### src/rtl/r16_pkg.sv
// Shared definitions for the radix-16 butterfly slice.
//   LANES    : number of butterfly lanes per evaluation
//   IDX_W    : width of a lane index
//   D_WIDTH  : default data word width (holds 0..65536 for modulus 65537)
//   r16_vec_t: one butterfly result, lane k in element k
//   bitrev4  : 4-bit digit reversal used for the bit-reversed emission order
package r16_pkg;

  localparam int LANES   = 16;
  localparam int IDX_W   = 4;
  localparam int D_WIDTH = 17;

  typedef logic [LANES-1:0][D_WIDTH-1:0] r16_vec_t;

  function automatic logic [IDX_W-1:0] bitrev4(input logic [IDX_W-1:0] v);
    return {v[0], v[1], v[2], v[3]};
  endfunction

endpackage

### src/rtl/r16_drain_bank.sv
// One ping-pong bank of the butterfly drain buffer.
//   clk, rst   : clock and synchronous active-high reset
//   wr_en      : capture all 16 lanes of wr_data and mark the bank full
//   wr_data    : parallel butterfly result, lane k in element k
//   drain_done : the 16th word of this bank has been handed off
//   rd_idx     : lane selected for the read mux
//   rd_data    : word of lane rd_idx
//   full       : bank holds a block that is not yet fully drained
module r16_drain_bank
  import r16_pkg::*;
#(
  parameter int DW = D_WIDTH
) (
  input  logic                       clk,
  input  logic                       rst,
  input  logic                       wr_en,
  input  logic [LANES-1:0][DW-1:0]   wr_data,
  input  logic                       drain_done,
  input  logic [IDX_W-1:0]           rd_idx,
  output logic [DW-1:0]              rd_data,
  output logic                       full
);

  logic [LANES-1:0][DW-1:0] mem;

  // NOTE: sequential state is assigned with <= so every register samples
  // the pre-edge values; blocking assignments here would race.
  always_ff @(posedge clk) begin
    if (rst) begin
      // NOTE: the storage itself is reset so a discarded block can never
      // reappear on out_data; it is only 16 words, so this is cheap.
      mem  <= '0;
      full <= 1'b0;
    end else if (wr_en) begin
      // A write is only ever issued to an empty bank, so it cannot collide
      // with this bank's own drain completion.
      mem  <= wr_data;
      full <= 1'b1;
    end else if (drain_done) begin
      full <= 1'b0;
    end
  end

  assign rd_data = mem[rd_idx];

endmodule

### src/rtl/r16_bu_drain.sv
// Output-side drain of the radix-16 butterfly: captures y0..y15 into a
// two-bank ping-pong buffer and streams them out one word per cycle.
//   clk, rst    : clock and synchronous active-high reset
//   in_valid    : y0..y15 hold a complete butterfly result
//   y0..y15     : butterfly lane outputs
//   in_ready    : a block can be accepted this cycle
//   out_valid   : out_data holds a buffered word
//   out_ready   : downstream takes out_data this cycle
//   out_data    : current word, bit-exact copy of the captured lane
//   out_index   : lane number of out_data after reordering
//   out_last    : current word is the 16th of its block
// ORDER = 0 emits lanes 0..15, ORDER = 1 emits them in 4-bit reversed order.
module r16_bu_drain
  import r16_pkg::*;
#(
  parameter int DW    = D_WIDTH,
  parameter bit ORDER = 1'b0
) (
  input  logic             clk,
  input  logic             rst,
  input  logic             in_valid,
  input  logic [DW-1:0]    y0,
  input  logic [DW-1:0]    y1,
  input  logic [DW-1:0]    y2,
  input  logic [DW-1:0]    y3,
  input  logic [DW-1:0]    y4,
  input  logic [DW-1:0]    y5,
  input  logic [DW-1:0]    y6,
  input  logic [DW-1:0]    y7,
  input  logic [DW-1:0]    y8,
  input  logic [DW-1:0]    y9,
  input  logic [DW-1:0]    y10,
  input  logic [DW-1:0]    y11,
  input  logic [DW-1:0]    y12,
  input  logic [DW-1:0]    y13,
  input  logic [DW-1:0]    y14,
  input  logic [DW-1:0]    y15,
  output logic             in_ready,
  output logic             out_valid,
  input  logic             out_ready,
  output logic [DW-1:0]    out_data,
  output logic [IDX_W-1:0] out_index,
  output logic             out_last
);

  logic [LANES-1:0][DW-1:0] y_vec;
  logic                     wb;        // bank the next accepted block goes to
  logic                     rb;        // bank currently being drained
  logic [IDX_W-1:0]         cnt;       // words of bank rb already handed off
  logic [IDX_W-1:0]         rd_idx;
  logic [1:0]               full;
  logic [1:0]               wr_en;
  logic [1:0]               drain_done;
  logic [DW-1:0]            rd_data [2];
  logic                     accept;
  logic                     drain;
  logic                     last_drain;

  assign y_vec = {y15, y14, y13, y12, y11, y10, y9, y8,
                  y7,  y6,  y5,  y4,  y3,  y2,  y1, y0};

  // Readiness depends only on the write bank's flag, never on out_ready, so
  // a bank finishing its drain this cycle still reports not-ready.
  assign in_ready   = !rst && !full[wb];
  assign accept     = in_valid && in_ready;
  assign out_valid  = !rst && full[rb];
  assign drain      = out_valid && out_ready;
  assign last_drain = drain && (cnt == 4'd15);
  assign rd_idx     = ORDER ? bitrev4(cnt) : cnt;

  for (genvar b = 0; b < 2; b++) begin : g_bank
    assign wr_en[b]      = accept && (wb == b[0]);
    assign drain_done[b] = last_drain && (rb == b[0]);

    r16_drain_bank #(.DW(DW)) u_bank (
      .clk        (clk),
      .rst        (rst),
      .wr_en      (wr_en[b]),
      .wr_data    (y_vec),
      .drain_done (drain_done[b]),
      .rd_idx     (rd_idx),
      .rd_data    (rd_data[b]),
      .full       (full[b])
    );
  end

  // Pointer/counter control; accept and drain act on different banks and
  // update independently in the same cycle.
  always_ff @(posedge clk) begin
    if (rst) begin
      wb  <= 1'b0;
      rb  <= 1'b0;
      cnt <= '0;
    end else begin
      if (accept)     wb  <= ~wb;
      if (drain)      cnt <= cnt + 4'd1;   // wraps 15 -> 0 with the bank switch
      if (last_drain) rb  <= ~rb;
    end
  end

  assign out_last  = out_valid && (cnt == 4'd15);
  assign out_index = rst ? '0 : rd_idx;
  assign out_data  = rst ? '0 : rd_data[rb];

endmodule

### config.mk
export PLATFORM = sky130hd
export DESIGN_NAME = r16_bu_drain
export DESIGN_NICKNAME = d
export VERILOG_FILES = /design/src/rtl/r16_pkg.sv /design/src/rtl/r16_drain_bank.sv /design/src/rtl/r16_bu_drain.sv
export SDC_FILE = /design/constraint.sdc
export NUM_CORES = 1
export LEC_CHECK = 0
export BUFFER_PORTS_ARGS = -buffer_cell sky130_fd_sc_hd__buf_2
export CAP_MARGIN = 5
export CORE_AREA = 4 4 204 206
export CTS_BUF_LIST = sky130_fd_sc_hd__clkbuf_4 sky130_fd_sc_hd__clkbuf_8
export CTS_CLUSTER_DIAMETER = 40
export DETAILED_ROUTE_END_ITERATION = 7
export DIE_AREA = 0 0 208 210
export HOLD_SLACK_MARGIN = 0.15
export PLACE_DENSITY = 0.83
export SKIP_LAST_GASP = 1
export SLEW_MARGIN = 20
export SYNTH_ARGS = -nofsm -noshare
export SYNTH_HDL_FRONTEND = slang
export SYNTH_HIERARCHICAL = 1
export SYNTH_SLANG_ARGS = --single-unit
### constraint.sdc
create_clock -name clk -period 2.5 [get_ports clk]
set_clock_uncertainty 0.1 [all_clocks]
set_input_delay 0.5 -clock clk [delete_from_list [all_inputs] [get_ports clk]]
set_output_delay 0.5 -clock clk [all_outputs]
set_load 0.005 [all_outputs]
# == Yosys cells after proc, flatten, opt, wreduce, memory -nomap -nowiden ==
# Index checks and enable logic that the tools add are counted.
# Widths: inputs -> output; s select.
# totals
register_bits,552
input_bits,276
out_inout_bits,24
word_cells,77
# op_classes
n_addsub,1
n_lt_le_gt_ge,4
n_eq_ne,1
muxes,17
bitwise_logic,3
reduce_logical,14
# op_table
operator,n
$bmux 17 s4,2
$mux 17,6
$logic_and 1x1->1,10
$mux 1,8
$lt 4x5->1 const B,1
$add 4x1->4 const B,1
$eq 4x4->1 const B,1
$lt 1x2->1 const B,2
$mux 4,1
$reduce_bool 2->1,2
$ge 2x2->1 const B,1
$logic_not 1->1,2
$not 1->1,2
$not 1->2,1

# == Logic depth before layout (Yosys ltp) ==
# Gate-level depths: netlist of run 1.
# depth
word_depth,8
mapped_depth,8
ltp_nobuf,7

# == Cells and area by module ==
# Netlist of run 1, hierarchy kept.
# by_module_without_submodules
module,instances,cells_each,area_per_inst_um2,seq_area_each_um2
r16_drain_bank,2,1027,11511.0,5465.2
r16_bu_drain,1,83,629.4,120.1

# == Worst setup path after synthesis of run 1 ==
# No wires, ideal clock.
# synth_timing
kind,reg-to-output
start,register cnt[0]
end,output out_data[10]
arrival_time_ns,1.770
required_time_ns,1.900
path_slack_ns,0.130
path_stages_with_launch,8
n_path_buf,2
cell_sequence,dfxtp_1 buf_6 buf_2 mux4_2 a22oi_1 nand2_1 mux2i_1 nor2_1
# synth_rtl
item,line,rtl
from (decl),r16_bu_drain.sv:49,logic [IDX_W-1:0] cnt;
from (signal assigned),r16_bu_drain.sv:96,if (drain) cnt <= cnt + 4'd1;
to (decl),r16_bu_drain.sv:41,"output logic [DW-1:0] out_data,"

==> run_results.csv, run 1 <==
group,metric,value,unit
setup_path,crit_path_frequent_cell,"buf_12",
setup_path,arrival,3040,ps
clock_tree,cts_buffers,91,
clock_tree,cts_htree_levels,3,
yosys,synthArstFlopShare,0,%
timing,period_needed,3640,ps
setup_path,critPathCapture,"out_data[6]",
timing,finalMaxSlewViolations,0,
status,failed_checks,"setup timing",
setup_path,cp-startpoint,"cnt[0]$_SDFFE_PP0P_",
timing,worst_slack,-1140,ps
yosys,ys_ff_latch,552,
clock_tree,cts_max_path_buffers,3,
route,highest_layer,"met5",
final_layout,fin_area,0.0321,mm2
power_and_ir_drop,powerDensity,650,mW/mm2
route,avgViaCountPerCell,6.52,
timing,timing.final.hold_violations,0,
yosys,synthAdderAreaFrac,0.0529,%
floorplan,start_util,59.7,%
yosys,yosysTopAreaCellShare,46.7,%
route,wl_met2,44300,um
setup_path,cp_max_fo,8,
route,wl_met3,11900,um
route,wirelength,98700,um
final_layout,drive_gt1_share,29.1,%
floorplan,die_w,208,um
yosys,synth-edff-count,0,
setup_path,critical_path.max_stage_delay,540,ps
timing,period_share,146,%
setup_path,crit_cells,9,
floorplan,core-area,0.0396,mm2
yosys,synth_ff_type,"dfxtp_1",
global_route,groute.usage.overall,39.4,%
yosys,seq_area_frac_synth,46.7,%
yosys,yosysTopAreaCell,"dfxtp_1",
clock_tree,clkTransAtPathRegs,70,ps
setup_path,r2r_setup_slack,-10,ps
route,drt_iter0_markers,3163,
clock_tree,ctsRootBufferMaster,"clkbuf_8",
setup_path,worstRegToRegCells,7,
yosys,yosysUniqueCellTypes,34,
global_route,grt_pass1_vias,22200,
yosys,synth_xor_area_share,0,%
setup_path,critPathKind,"flip-flop to output pin",
final_layout,syn2layout_area_growth,35.5,%
route,first_pass_iters,6,
timing,rsz0062_at_grt,"yes",
status,outcome,"finished with violations",
setup_path,cp_num_buf_inv,4,
global_route,grt_pass1_wl,133000,um
setup_path,crit_path_end_kind,"output pin",
placement,dp_hpwl,52300,um
yosys,yosys.area_share.simple,10.2,%
setup_path,reg2reg_to,"g_bank[1].u_bank/mem[18]$_SDFFE_PP0P_",
setup_path,r2r-start,"g_bank[0].u_bank/full$_SDFFE_PP0P_",
yosys,synth_compound_area_share,2.42,%
yosys,post-synth-top-count-cell,"nor2_1",
yosys,synth_common_cells,"nor2_1 (568), mux2i_1 (561), dfxtp_1 (552)",
global_route,grt_antenna_before_repair,9,
setup_path,start_kind,"flip-flop",
route,drc,0,
timing,finalSetupViolations,21,
route,met1Wirelength,31200,um
setup_path,path_delay_family,"multiplexers",
floorplan,io_pins,300,
clock_tree,clock-sinks,552,
floorplan,die_h,210,um
yosys,netlist_area,0.0237,mm2
placement,place_congestion,0.934,
yosys,synth.area.mux_share,36.9,%
yosys,synth_top_family_by_area,"multiplexers",
timing,max_freq,275,MHz
flow_run,max_cap_violations,0,
yosys,syn_inst,2137,
floorplan,dieArea,0.0437,mm2
worst_hold_path,hold_path.class,"primary input to flip-flop",
timing,relSlewSlack,43.5,%
setup_path,cp_slowest_cell,"mux4_2",
timing,worst_slew_pin_slew,848,ps
yosys,synth_warnings,6,
global_route,grt_max_degree,136,
setup_path,crit_path_cell_trace,"buf_12 -> buf_12 -> buf_16 -> mux4_2 -> a22oi_2 -> nand2_1 -> mux2i_2 -> nor2_2 -> buf_2",
clock_tree,cts_tree,"yes",
placement,io_buffers,299,
power_and_ir_drop,ir_drop,0.760,mV
final_layout,finalNonFillerCells,3383,
global_route,grt-ovfl-total,0,
floorplan,row_count,73,
yosys,synth_area_leaders,"dfxtp_1 (47%), mux2i_1 (24%), mux4_2 (13%)",
clock_tree,clk_latency,690,ps
yosys,syn_nets,2414,
power_and_ir_drop,power_leakage,12.2,nW
placement,placed_cell_area,0.0263,mm2
setup_path,required,1900,ps
timing,setup_tns,-17650,ps
final_layout,nets,3053,
route,num_vias,22000,
placement,place_inst,2890,
yosys,synth_area_per_cell,11.1,um2
route,antenna_left,0,
route,wl_per_cell,29.2,um
stage by stage:
stage	setup WS [ps]	total power, mW	utilization [%]	hold WS, ps
floorplan	130	10.6	-	355
global placement	-552	11.3	66.2	366
detailed placement	-568	11.4	66.2	375
CTS	-908	20.3	79.9	-22.2
global route	-1240	21.3	80.8	191
finish	-1140	20.8	80.9	216
sequential cells by signal, summed over array words and instances (netlist names):
| register | count |
|---|---|
| cnt | 4 |
| wb | 1 |
| g_bank.u_bank/mem | 544 |
| g_bank.u_bank/full | 2 |
| rb | 1 |
where the power goes:
part           internal [mW]  switching [mW]  leakage (nW)
clock                   4.84            4.05          1.06
sequential              9.13           0.250          4.48
combinational           1.22            1.33          6.70
total                   15.2            5.63          12.2
cells in the final DEF, fill, tap and decap left out, drive strengths merged, types with 17 or more instances in the layout:
cell type	count
clkbuf	138
dfxtp	552
mux4	136
nor2	568
dlygate4sd3	276
clkinv	17
a22oi	68
buf	440
mux2i	562
nand2	34
routing by layer:
layer / global-route usage, % / up-vias
met5: 0 / -
met1: 44.3 / 10500
met2: 64.8 / 1981
met3: 9.60 / 709
met4: 30.8 / 4
li1: - / 8828
logic make-up (layout without fill, tap and decap cells):
| family | count (synthesis) | count (layout) |
|---|---|---|
| compound gates | 78 | 78 |
| fa+ha+maj | 1 | 1 |
| buf+inv | 179 | 891 |
| flops | 552 | 552 |
| mux | 701 | 701 |
| other cells | 0 | 9 |
| simple gates | 626 | 626 |
cell type report:
| class | count | area [um2] |
|---|---|---|
| Clock inverter | 31 | 314 |
| Multi-Input combinational cell | 1406 | 12100 |
| Timing Repair Buffer | 719 | 6170 |
| Inverter | 6 | 22.5 |
| Antenna cell | 9 | 22.5 |
| Tap cell | 525 | 657 |
| Clock buffer | 135 | 1700 |
| Sequential cell | 552 | 11100 |
| Fill cell | 1899 | 7590 |
worst min-delay path: cells and delay by family:
family | cells | cell delay [ps]
buf+inv | 2 | 350
simple gates | 1 | 100
worst min path at each step:
stage                                            from                                      to  slack [ps]  cells past startpoint
2_1_floorplan  g_bank[0].u_bank/mem[102]$_SDFFE_PP0P_  g_bank[0].u_bank/mem[102]$_SDFFE_PP0P_         350                      2
3_3_place_gp   g_bank[0].u_bank/mem[267]$_SDFFE_PP0P_  g_bank[0].u_bank/mem[267]$_SDFFE_PP0P_         370                      2
3_5_place_dp   g_bank[0].u_bank/mem[184]$_SDFFE_PP0P_  g_bank[0].u_bank/mem[184]$_SDFFE_PP0P_         380                      2
4_1_cts                                           rst   g_bank[1].u_bank/mem[18]$_SDFFE_PP0P_         -20                      2
5_1_grt                                           rst   g_bank[0].u_bank/mem[52]$_SDFFE_PP0P_         190                      3
6_report                                          rst   g_bank[0].u_bank/mem[52]$_SDFFE_PP0P_         220                      3
timing repair:
action,CTS,global route
gates cloned,4,3
resized for setup,69,33
buffers inserted,24,15
hold buffers,274,2
endpoints found under the setup margin,19,21
endpoints found under the hold margin,545,2
pin swaps,22,25
Power figures use the tool's default switching activity.
==> run 2: changes to the inputs <==
--- a/config.mk
+++ b/config.mk
@@ -20,3 +20,4 @@
 export SYNTH_HDL_FRONTEND = slang
 export SYNTH_HIERARCHICAL = 1
 export SYNTH_SLANG_ARGS = --single-unit
+export TNS_END_PERCENT = 10
==> run 2 against run 1 <==
Against the previous run:
- the run still ends with setup timing left
- global-route usage down 0.23 points
- worst setup slack better by 42 ps
- first-iteration DRC count down 10%
- largest power group unchanged
==> run_results.csv, run 2 (synthesis results as in run 1) <==
group,metric,value,unit
power_and_ir_drop,swShare,26.7,%
status,outcome,"finished with violations",
power_and_ir_drop,power_switching,5.52,mW
setup_path,required,1900,ps
timing,finalMaxSlewViolations,0,
final_layout,largest_register,"g_bank.u_bank/mem",
placement,place_congestion,0.934,
timing,timing.final.hold_violations,0,
final_layout,nFillCells,2007,
floorplan,row_count,73,
clock_tree,clock-sinks,552,
timing,relSlewSlack,42.1,%
clock_tree,cts_buffers,91,
route,first_pass_iters,8,
floorplan,die_w,208,um
setup_path,critPathKind,"flip-flop to output pin",
global_route,grt_pass1_wl,132000,um
setup_path,arrival,3000,ps
final_layout,syn2layout_area_growth,33.9,%
clock_tree,cts_tree,"yes",
status,failed_checks,"setup timing",
placement,io_buffers,299,
placement,placed_cell_area,0.0263,mm2
setup_path,cp_slowest_cell,"mux4_2",
setup_path,critical_path.max_stage_delay,560,ps
final_layout,final_util,79.9,%
timing,worst_slew_pin_slew,868,ps
setup_path,crit_path_end_kind,"output pin",
power_and_ir_drop,power_leakage,12.1,nW
power_and_ir_drop,ir_drop,0.751,mV
final_layout,nets,3040,
route,drt_iter0_markers,2846,
setup_path,cp_max_fo,15,
timing,finalSetupViolations,22,
route,avgViaCountPerCell,6.30,
placement,place_inst,2890,
route,wirelength,92100,um
clock_tree,cts_htree_levels,3,
setup_path,start_kind,"flip-flop",
final_layout,final_common_cell,"nor2_1",
floorplan,dieArea,0.0437,mm2
timing,finalHoldWorstSlack,178,ps
global_route,groute.usage.overall,39.2,%
timing,worst_slack,-1100,ps
power_and_ir_drop,powerDensity,653,mW/mm2
route,antenna_left,0,
power_and_ir_drop,pwr-share-comb,11.9,%
clock_tree,ctsRootBufferMaster,"clkbuf_8",
global_route,grt_max_degree,136,
clock_tree,cts_max_path_buffers,3,
floorplan,core-area,0.0396,mm2
final_layout,multiInputGateArea,0.0119,mm2
final_layout,final_cell_mix,"nor2_1 (565), mux2i_1 (556), dfxtp_1 (550)",
floorplan,start_util,59.7,%
final_layout,fin_area,0.0317,mm2
timing,rsz0062_at_grt,"yes",
route,drc,0,
final_layout,drive_gt1_share,27.5,%
global_route,grt-ovfl-total,0,
clock_tree,clk_latency,690,ps
global_route,grt_antenna_before_repair,7,
route,num_vias,21200,
final_layout,finalNonFillerCells,3366,
power_and_ir_drop,p_clk_share,42.8,%
route,wl_per_cell,27.4,um
placement,dp_hpwl,52300,um
final_layout,final-seq-area,0.0111,mm2
setup_path,crit_path_cell_trace,"buf_12 -> buf_16 -> mux4_2 -> a22oi_1 -> buf_4 -> nand2_1 -> mux2i_1 -> nor2_2 -> buf_2",
power_and_ir_drop,p_seq_share,45.3,%
worst_hold_path,hold_path.class,"primary input to flip-flop",
power_and_ir_drop,p_int,15.2,mW
timing,max_freq,278,MHz
power_and_ir_drop,total_power,20.7,mW
timing,period_share,144,%
flow_run,max_cap_violations,0,
final_layout,largest_register_ffs,544,
final_layout,top_regs,"g_bank.u_bank/mem: 544 flops, cnt: 4 flops, g_bank.u_bank/full: 2 flops",
floorplan,die_h,210,um
floorplan,io_pins,300,
clock_tree,clkTransAtPathRegs,70,ps
global_route,grt_pass1_vias,22200,
timing,period_needed,3600,ps
## run 2: critical path: cells and delay by family, from the launching register on
family | cells | cell delay (ps)
AO/OA/AOI/OAI | 1 | 270
buffers and inverters | 4 | 690
flip-flops | 1 | 400
multiplexers | 2 | 750
AND/OR/NAND/NOR | 2 | 190
## run 2: final cells by class
type,count,area share (%)
Multi-Input combinational cell,1406,37.6
Sequential cell,552,34.9
Timing Repair Buffer,706,18.9
Clock buffer,135,5.37
Tap cell,525,2.07
Clock inverter,31,0.991
Inverter,6,0.0711
Antenna cell,5,0.0395
## run 2: path summary, 6_finish.rpt
check | startpoint | endpoint | slack, ps | depth (start not counted)
worst min-delay path | out_ready | cnt[1]$_SDFFE_PP0P_ | 180 | 4
worst min register to register | g_bank[0].u_bank/mem[184]$_SDFFE_PP0P_ | g_bank[0].u_bank/mem[184]$_SDFFE_PP0P_ | 390 | 2
worst max register to register | g_bank[0].u_bank/full$_SDFFE_PP0P_ | g_bank[1].u_bank/mem[18]$_SDFFE_PP0P_ | -170 | 7
worst max-delay path | cnt[0]$_SDFFE_PP0P_ | out_data[10] | -1100 | 9
## run 2: power groups by stage
stage	clock, mW	combinational [mW]	sequential (mW)
5_1_grt	9.23	2.56	9.38
3_5_place_dp	0	1.86	9.52
4_1_cts	8.67	2.28	9.33
3_3_place_gp	0	1.80	9.50
6_report	8.85	2.46	9.37
2_1_floorplan	0	1.17	9.44
## run 2: stage by stage
stage          setup slack, ps  TNS [ps]
2_1_floorplan              130         0
3_5_place_dp              -568     -5650
6_report                 -1100    -17860
5_1_grt                  -1140    -18690
3_3_place_gp              -552     -5270
4_1_cts                   -908    -15650
## run 2: metal layers
metal	up-vias	global-route usage, %	wire, um
met2	1719	64.5	43200
met4	4	30.1	9270
met1	10100	43.7	29600
met5	-	0	32
met3	553	10.3	10000
li1	8810	-	-
## run 2: timing repair
item | in CTS | in global routing
endpoints found under the setup margin | 19 | 23
pin swaps | 15 | 3
hold buffers | 276 | 0
gates resized for setup | 50 | 12
hold endpoints to repair | 545 | 0
setup buffers | 21 | 8
gates cloned | 3 | 1
